## src/rtl/matrix_sobel.sv

```systemverilog
// rtl/matrix_sobel.sv - 3x3 Sobel edge filter with per-frame edge-pixel counter
// Optional build macro: SOBEL_BINARY_EN (binary 8'hFF/8'h00 output instead of saturated magnitude)
module matrix_sobel #(
  parameter int CNT_W = 20
) (
  input  logic             clk,
  input  logic             rst_n,
  input  logic             matrix_frame_vsync,
  input  logic             matrix_frame_href,
  input  logic             matrix_frame_clken,
  input  logic [7:0]       matrix_p11,
  input  logic [7:0]       matrix_p12,
  input  logic [7:0]       matrix_p13,
  input  logic [7:0]       matrix_p21,
  input  logic [7:0]       matrix_p22,
  input  logic [7:0]       matrix_p23,
  input  logic [7:0]       matrix_p31,
  input  logic [7:0]       matrix_p32,
  input  logic [7:0]       matrix_p33,
  input  logic [7:0]       threshold,
  output logic             post_frame_vsync,
  output logic             post_frame_href,
  output logic             post_frame_clken,
  output logic [7:0]       post_img_data,
  output logic [CNT_W-1:0] edge_cnt,
  output logic             edge_cnt_valid
);

  typedef enum logic {IDLE, COUNT} state_t;

  logic [9:0]       gx_p, gx_n, gy_p, gy_n;
  logic [9:0]       gx, gy;
  logic [10:0]      mag;
  logic             mag_hit;
  logic             edge_hit;
  logic             vs_rise_next;
  logic [2:0]       vs_d, hs_d, ce_d;
  logic [7:0]       thr_lat;
  logic [CNT_W-1:0] run_cnt;
  state_t           state;

  // matrix_p22 does not contribute to the Sobel kernels
  logic unused_p22;
  assign unused_p22 = ^matrix_p22;

  // Stage-3 combinational view: magnitude, threshold hit and the edge flag that
  // becomes visible together with post_frame_clken on the next edge
  always_comb begin
    mag          = {1'b0, gx} + {1'b0, gy};
    mag_hit      = (mag >= {3'b000, thr_lat});
    edge_hit     = ce_d[1] & mag_hit;
    vs_rise_next = vs_d[1] & ~vs_d[2];
  end

  assign post_frame_vsync = vs_d[2];
  assign post_frame_href  = hs_d[2];
  assign post_frame_clken = ce_d[2];

  // Stage 1: weighted column/row sums of the window
  always_ff @(posedge clk or negedge rst_n) begin
    if (!rst_n) begin
      gx_p <= '0;
      gx_n <= '0;
      gy_p <= '0;
      gy_n <= '0;
    end else begin
      gx_p <= {2'b00, matrix_p13} + {1'b0, matrix_p23, 1'b0} + {2'b00, matrix_p33};
      gx_n <= {2'b00, matrix_p11} + {1'b0, matrix_p21, 1'b0} + {2'b00, matrix_p31};
      gy_p <= {2'b00, matrix_p31} + {1'b0, matrix_p32, 1'b0} + {2'b00, matrix_p33};
      gy_n <= {2'b00, matrix_p11} + {1'b0, matrix_p12, 1'b0} + {2'b00, matrix_p13};
    end
  end

  // Stage 2: absolute gradients, subtracting the smaller from the larger so nothing wraps
  always_ff @(posedge clk or negedge rst_n) begin
    if (!rst_n) begin
      gx <= '0;
      gy <= '0;
    end else begin
      gx <= (gx_p >= gx_n) ? (gx_p - gx_n) : (gx_n - gx_p);
      gy <= (gy_p >= gy_n) ? (gy_p - gy_n) : (gy_n - gy_p);
    end
  end

  // Stage 3: output pixel, either binary edge map or saturated magnitude
  always_ff @(posedge clk or negedge rst_n) begin
    if (!rst_n) begin
      post_img_data <= '0;
    end else begin
`ifdef SOBEL_BINARY_EN
      post_img_data <= mag_hit ? 8'hFF : 8'h00;
`else
      post_img_data <= (mag > 11'd255) ? 8'hFF : mag[7:0];
`endif
    end
  end

  // Sync delay lines keep vsync/href/clken aligned with the three datapath stages
  always_ff @(posedge clk or negedge rst_n) begin
    if (!rst_n) begin
      vs_d <= '0;
      hs_d <= '0;
      ce_d <= '0;
    end else begin
      vs_d <= {vs_d[1:0], matrix_frame_vsync};
      hs_d <= {hs_d[1:0], matrix_frame_href};
      ce_d <= {ce_d[1:0], matrix_frame_clken};
    end
  end

  // Threshold is captured on the input vsync rise so mid-frame changes wait for the next frame
  always_ff @(posedge clk or negedge rst_n) begin
    if (!rst_n) begin
      thr_lat <= '0;
    end else if (matrix_frame_vsync && !vs_d[0]) begin
      thr_lat <= threshold;
    end
  end

  // Edge counter FSM; works on the output-aligned sync so counts match post_* pixels
  always_ff @(posedge clk or negedge rst_n) begin
    if (!rst_n) begin
      state          <= IDLE;
      run_cnt        <= '0;
      edge_cnt       <= '0;
      edge_cnt_valid <= 1'b0;
    end else begin
      edge_cnt_valid <= 1'b0;
      case (state)
        IDLE: begin
          if (vs_rise_next) begin
            state   <= COUNT;
            run_cnt <= '0;
          end
        end
        COUNT: begin
          if (vs_rise_next) begin
            edge_cnt       <= run_cnt;
            edge_cnt_valid <= 1'b1;
            run_cnt        <= edge_hit ? CNT_W'(1) : '0;
          end else if (edge_hit && (run_cnt != {CNT_W{1'b1}})) begin
            run_cnt <= run_cnt + CNT_W'(1);
          end
        end
        default: state <= IDLE;
      endcase
    end
  end

endmodule

```

## config.mk

```make
export PLATFORM = sky130hd
export DESIGN_NAME = matrix_sobel
export DESIGN_NICKNAME = d
export VERILOG_FILES = /design/src/rtl/matrix_sobel.sv
export SDC_FILE = /design/constraint.sdc
export NUM_CORES = 1
export LEC_CHECK = 0
export ABC_CLOCK_PERIOD_IN_PS = 4850
export CAP_MARGIN = 0
export CORE_MARGIN = 2
export CORE_UTILIZATION = 40
export CTS_BUF_LIST = sky130_fd_sc_hd__clkbuf_8
export DETAILED_ROUTE_END_ITERATION = 10
export PLACE_DENSITY = 0.66
export SYNTH_ARGS = -nofsm -noshare
export SYNTH_HDL_FRONTEND = slang
export SYNTH_SLANG_ARGS = --single-unit
```

## constraint.sdc

```tcl
create_clock -name clk -period 4.85 [get_ports clk]
set_clock_uncertainty 0.2 [all_clocks]
set_input_delay 0.7275 -clock clk [delete_from_list [all_inputs] [get_ports clk]]
set_output_delay 0.7275 -clock clk [all_outputs]
set_load 0.01 [all_outputs]
```

# Yosys cells after proc, flatten, opt, wreduce, memory -nomap -nowiden
# Cells that the tools add are included.
dict set report word_totals {
  reg_bits 127
  inputBits 85
  output_inout_bits 32
  elab_cells 56
}
dict set report classes {
  n_addsub 14
  n_lt_le_gt_ge 4
  eq_ne 3
  muxes 11
  bitwise 4
  n_reduce_logical 5
}
# operator n
set ops {}
lappend ops {{20-bit two-way mux} 3}
lappend ops {{10-bit by 8-bit adder with 10-bit output} 4}
lappend ops {{8-bit by 9-bit adder with 10-bit output} 4}
lappend ops {{20-bit one-hot mux with 2 select lines} 1}
lappend ops {{10-bit subtractor} 4}
lappend ops {{20-bit by 1-bit adder with 20-bit output (second input constant)} 1}
lappend ops {{10-bit >= comparator} 2}
lappend ops {{10-bit two-way mux} 2}
lappend ops {{20-bit != test (second input constant)} 1}
lappend ops {{10-bit by 10-bit adder with 11-bit output} 1}
lappend ops {{11-bit by 8-bit >= comparator with 1-bit output} 1}
lappend ops {{11-bit by 8-bit > comparator with 1-bit output (second input constant)} 1}
lappend ops {{8-bit two-way mux} 1}
lappend ops {{1-bit two-way mux} 4}
lappend ops {{2-bit AND reduction} 2}
lappend ops {{3-bit by 2-bit != test with 1-bit output (second input constant)} 1}
lappend ops {{1-bit bitwise AND} 2}
lappend ops {{1-bit logical AND} 2}
lappend ops {{2-bit != test (second input constant)} 1}
lappend ops {{1-bit NOT} 2}
lappend ops {{1-bit logical NOT} 1}

# Longest topological paths before layout
dict set report logic_depth {
  ltp_word 7
  mapped_depth 16
  depth_no_buf 15
}

# Worst setup path after synthesis
# Ideal clock, no wire load.
dict set report synth_timing {
  path_kind {register -> register}
  from {register gx[0]}
  to {register run_cnt[0]}
  setup_ns 0.127
  arrival_time_ns 3.144
  t_required_ns 4.523
  slack_ns 1.379
  stages_incl_launch_ff 15
  n_path_buf 0
  period_less_slack_ns 3.471
  cell_sequence {dfrtp_1 > ha_1 > fa_1 > a21o_1 > a21oi_1 > xnor2_1 > ha_1 > a21o_1 > a21oi_1 > o21ai_0 > a311o_1 > o211ai_2 > mux2_2 > nand2_1 > o21ai_0}
}
dict set report synth_between {
  elab_chain_cells 6
}
# element line
set synth_lines {}
lappend synth_lines {{start, declared} 32} ;# logic [9:0] gx, gy;
lappend synth_lines {{start signal, assigned} 80} ;# gx <= (gx_p >= gx_n) ? (gx_p - gx_n) : (gx_n - gx_p);
lappend synth_lines {{10-bit by 10-bit adder with 11-bit output *} 49} ;# mag = {1'b0, gx} + {1'b0, gy};
lappend synth_lines {{11-bit by 8-bit >= comparator with 1-bit output *} 50} ;# mag_hit = (mag >= {3'b000, thr_lat});
lappend synth_lines {{1-bit bitwise AND *} 51} ;# edge_hit = ce_d[1] & mag_hit;
lappend synth_lines {{1-bit two-way mux / 1-bit logical AND (equally long branches)} {140, 141}}
lappend synth_lines {{20-bit two-way mux / 3-bit by 2-bit != test with 1-bit output (equally long branches)} n/a}
lappend synth_lines {{20-bit one-hot mux with 2 select lines / 2-bit AND reduction (equally long branches)} n/a}
lappend synth_lines {{end signal, assigned} 140} ;# run_cnt <= edge_hit ? CNT_W'(1) : '0;
lappend synth_lines {{end signal, assigned} 142} ;# run_cnt <= run_cnt + CNT_W'(1);
lappend synth_lines {{end, declared} 39} ;# logic [CNT_W-1:0] run_cnt;
# Every way passes the cells marked *; elsewhere a longest branch is shown, timed or not.
# A chain may end at the register's enable or synchronous reset.

# Worst setup path after layout
dict set report layout_timing {
  from {register gx[0]}
  to {register run_cnt[4]}
}
dict set report layout_between {
  elab_chain_cells 6
}
# element line
set layout_lines {}
lappend layout_lines {{10-bit by 10-bit adder with 11-bit output} 49}
lappend layout_lines {{11-bit by 8-bit >= comparator with 1-bit output} 50}
lappend layout_lines {{1-bit bitwise AND} 51}
lappend layout_lines {{1-bit logical AND} 141} ;# end else if (edge_hit && (run_cnt != {CNT_W{1'b1}})) begin
lappend layout_lines {{3-bit by 2-bit != test with 1-bit output (no line)} n/a}
lappend layout_lines {{2-bit AND reduction (no line)} n/a}
# Every way passes these cells.

==> run metrics <==
status=finished clean; first-pass GRT wire length=27390 um; mapped cell area=8210 um^2; GR Overflow Total=0; Syn Area/Cell=10.55 um^2; die area=21690 um^2; CTS H-tree depth=4; initial core utilization=40.71%; post-detail-place hpwl=13120 um; Gate Count Post-Synth=778; Slew @ Worst Pin=0.8642 ns; final WL=16220 um; total of max-cap violations=0; CTS tree=yes; Static Leakage=0.004700 uW; Final min period=4.061 ns; fmax=0.2463 GHz; Async SR Flop Fraction=100.0%; # setup viols final=0; DP Area=9574 um^2; core area=20170 um^2; DR iter-0 viols=196; Data required, critical path=4.97 ns; hold buffers post-CTS=0; router iterations before antenna repair=4; maximum buffer depth of the clock tree=2; layout cells sized above 1=7.428%; most frequent cells in the layout=dfrtp_1, clkdlybuf4s50_1, inv_1, ha_1, a21oi_1; clock root cell=clkbuf_8; register area=3178 um^2; pin count of the biggest net entering global routing=73; vias in the first global route=5622; nature of the critical path startpoint=flop; Max rail drop VDD=217.0 uV; Finished Layout Cells=1172; Final Power=5351 uW; Post-CTS Resized=0; CTS Buf Count=17; Slew Viols, Final=0; Vias=5592; RSZ-0062 raised after global routing=no; multi-input logic area=4586 um^2; commonest non-fill, non-tap cell in the layout=dfrtp_1; ys flop type=dfrtp_1; crit path capture type=flop; dpl cells=1142; vias per inst=4.771; Design Area, Final=9950 um^2; Post-synth EDFFs=0; Fin. Hold Viols=0; number of setup buffers added after CTS=0; warnings from Yosys=0; Yosys cell types=50; Slew headroom=42.39%; Hold Slack=0.1489 ns; DIE HEIGHT=147.3 um; io pins=117; Rows=52; DIE WIDTH=147.3 um; PD cells=537.8 nW/um^2; Final Wtd Congestion=0.8453; Post-DRT Antenna Nets=0; Crit Path Class=flop to flop; fin nets=1106; GRT Total Usage=15.88%; ant diodes=0; Clk Latency, worst-skew pair=0.44 ns; routed len/inst=13.84 um; initial antenna violation count=0; Buffers on Ports=108; fin crit share=83.73%; Post-Route Setup TNS=0 ns; fill count=1832; Synth Register Bits=127; sequential-to-total area share from yosys stat=38.71%; DRC=0; Area Growth Syn to Fin=21.18%; Hold Path Class=flop to flop; Mapped Nets=993; Crit Path Max Fanout=12; total clock sinks=127; clk slew on worst S/H paths=0.07 ns; Worst EP arrival=4.18 ns
-- cell families after synthesis --
kind of cell,after synthesis,synth area share [%]
mux,35,4.587
flops,127,38.71
compound gates,159,12.15
xor+xnor,62,6.614
buf+inv,113,5.440
simple gates,152,9.311
fa+ha+maj,130,23.19
-- flip-flops by register name, indices dropped and copies added (netlist names) --
| signal | count |
|---|---|
| edge_cnt | 20 |
| run_cnt | 20 |
| gx | 10 |
| gx_n | 10 |
| gx_p | 10 |
| gy | 10 |
| gy_n | 10 |
| gy_p | 10 |
| post_img_data | 8 |
| thr_lat | 8 |
| ce_d | 3 |
| hs_d | 3 |
| vs_d | 3 |
| edge_cnt_valid | 1 |
| state | 1 |
-- layout make-up --
cell class              instances  share of cell area [%]
clock buffers                  17                   2.352
clock inverters                13                   1.421
inverters                      93                   3.509
well taps                     270                   3.395
flip-flops and latches        127                   31.94
repair buffers                114                   11.29
multi-input cells             538                   46.09
-- worst paths after layout --
check | cells after the start | endpoint | start | slack, ns
worst max-delay path | 15 | run_cnt[4] | gx[0] | 0.79
worst min-delay path | 0 | hs_d[1] | hs_d[0] | 0.15
max in group asynchronous | 2 | thr_lat[6] | rst_n | 3.27
worst max register to register | 15 | run_cnt[4] | gx[0] | 0.79
min in group asynchronous | 1 | post_img_data[4] | rst_n | 0.21
worst min register to register | 0 | hs_d[1] | hs_d[0] | 0.15
-- routing by layer --
layer  vias to the layer above  GRT usage [%]  part of all wire (%)
met5                         -              0                     0
met4                         0          4.904                   1.6
met3                        23          4.410                   5.5
met2                       140          26.03                    46
met1                      2586          20.55                    47
li1                       2843              -                     -
-- power by group --
group	switching (uW)	total [uW]	internal (uW)
clock	419	872	453
combinational	1640	3010	1370
sequential	142	1470	1330
-- worst max-delay path, stage by stage, from the launching register on --
cell	delay, ns
dfrtp_1	0.37
ha_1	0.22
fa_1	0.40
a21o_1	0.19
a21oi_1	0.27
xnor2_1	0.20
ha_1	0.29
a21o_1	0.16
a21oi_1	0.12
o21ai_0	0.09
a311o_1	0.38
o211ai_2	0.47
buf_4	0.29
nor3_1	0.08
xnor2_1	0.17
nor2_1	0.06
-- synth_stat cells (2+ instances only) --
library cell	count	area share (%)
nor4_1	3	0.23
a31oi_1	3	0.23
nand4_1	5	0.38
o211ai_1	2	0.18
xnor2_1	47	5.0
xor2_1	15	1.6
a211oi_1	2	0.18
o21a_1	2	0.18
nor2b_1	12	0.91
and3_1	4	0.30
nand2_1	36	1.6
nand3_1	12	0.73
buf_1	2	0.091
a21oi_2	3	0.32
buf_2	6	0.37
inv_1	93	4.3
or3_1	9	0.69
a21o_1	32	2.9
nand2b_1	12	0.91
ha_1	93	14
o21bai_1	11	1.0
buf_4	2	0.18
clkbuf_1	9	0.41
o21ai_0	40	2.4
a21oi_1	50	3.0
a211o_1	3	0.32
nor3_1	16	0.98
a221o_1	2	0.24
fa_1	37	9.0
dfrtp_1	127	39
mux2i_1	14	1.7
mux2_2	21	2.9
nor2_1	36	1.6
-- through the flow --
step | setup slack [ns] | util [%]
final | 0.7891 | 49.33
after global routing | 0.5636 | 49.33
after CTS | 0.7465 | 49.33
after detailed placement | 0.7540 | 47.47
after global placement | 0.8504 | 47.47
after floorplan | 1.379 | -
(Power assumes the default switching activity.)
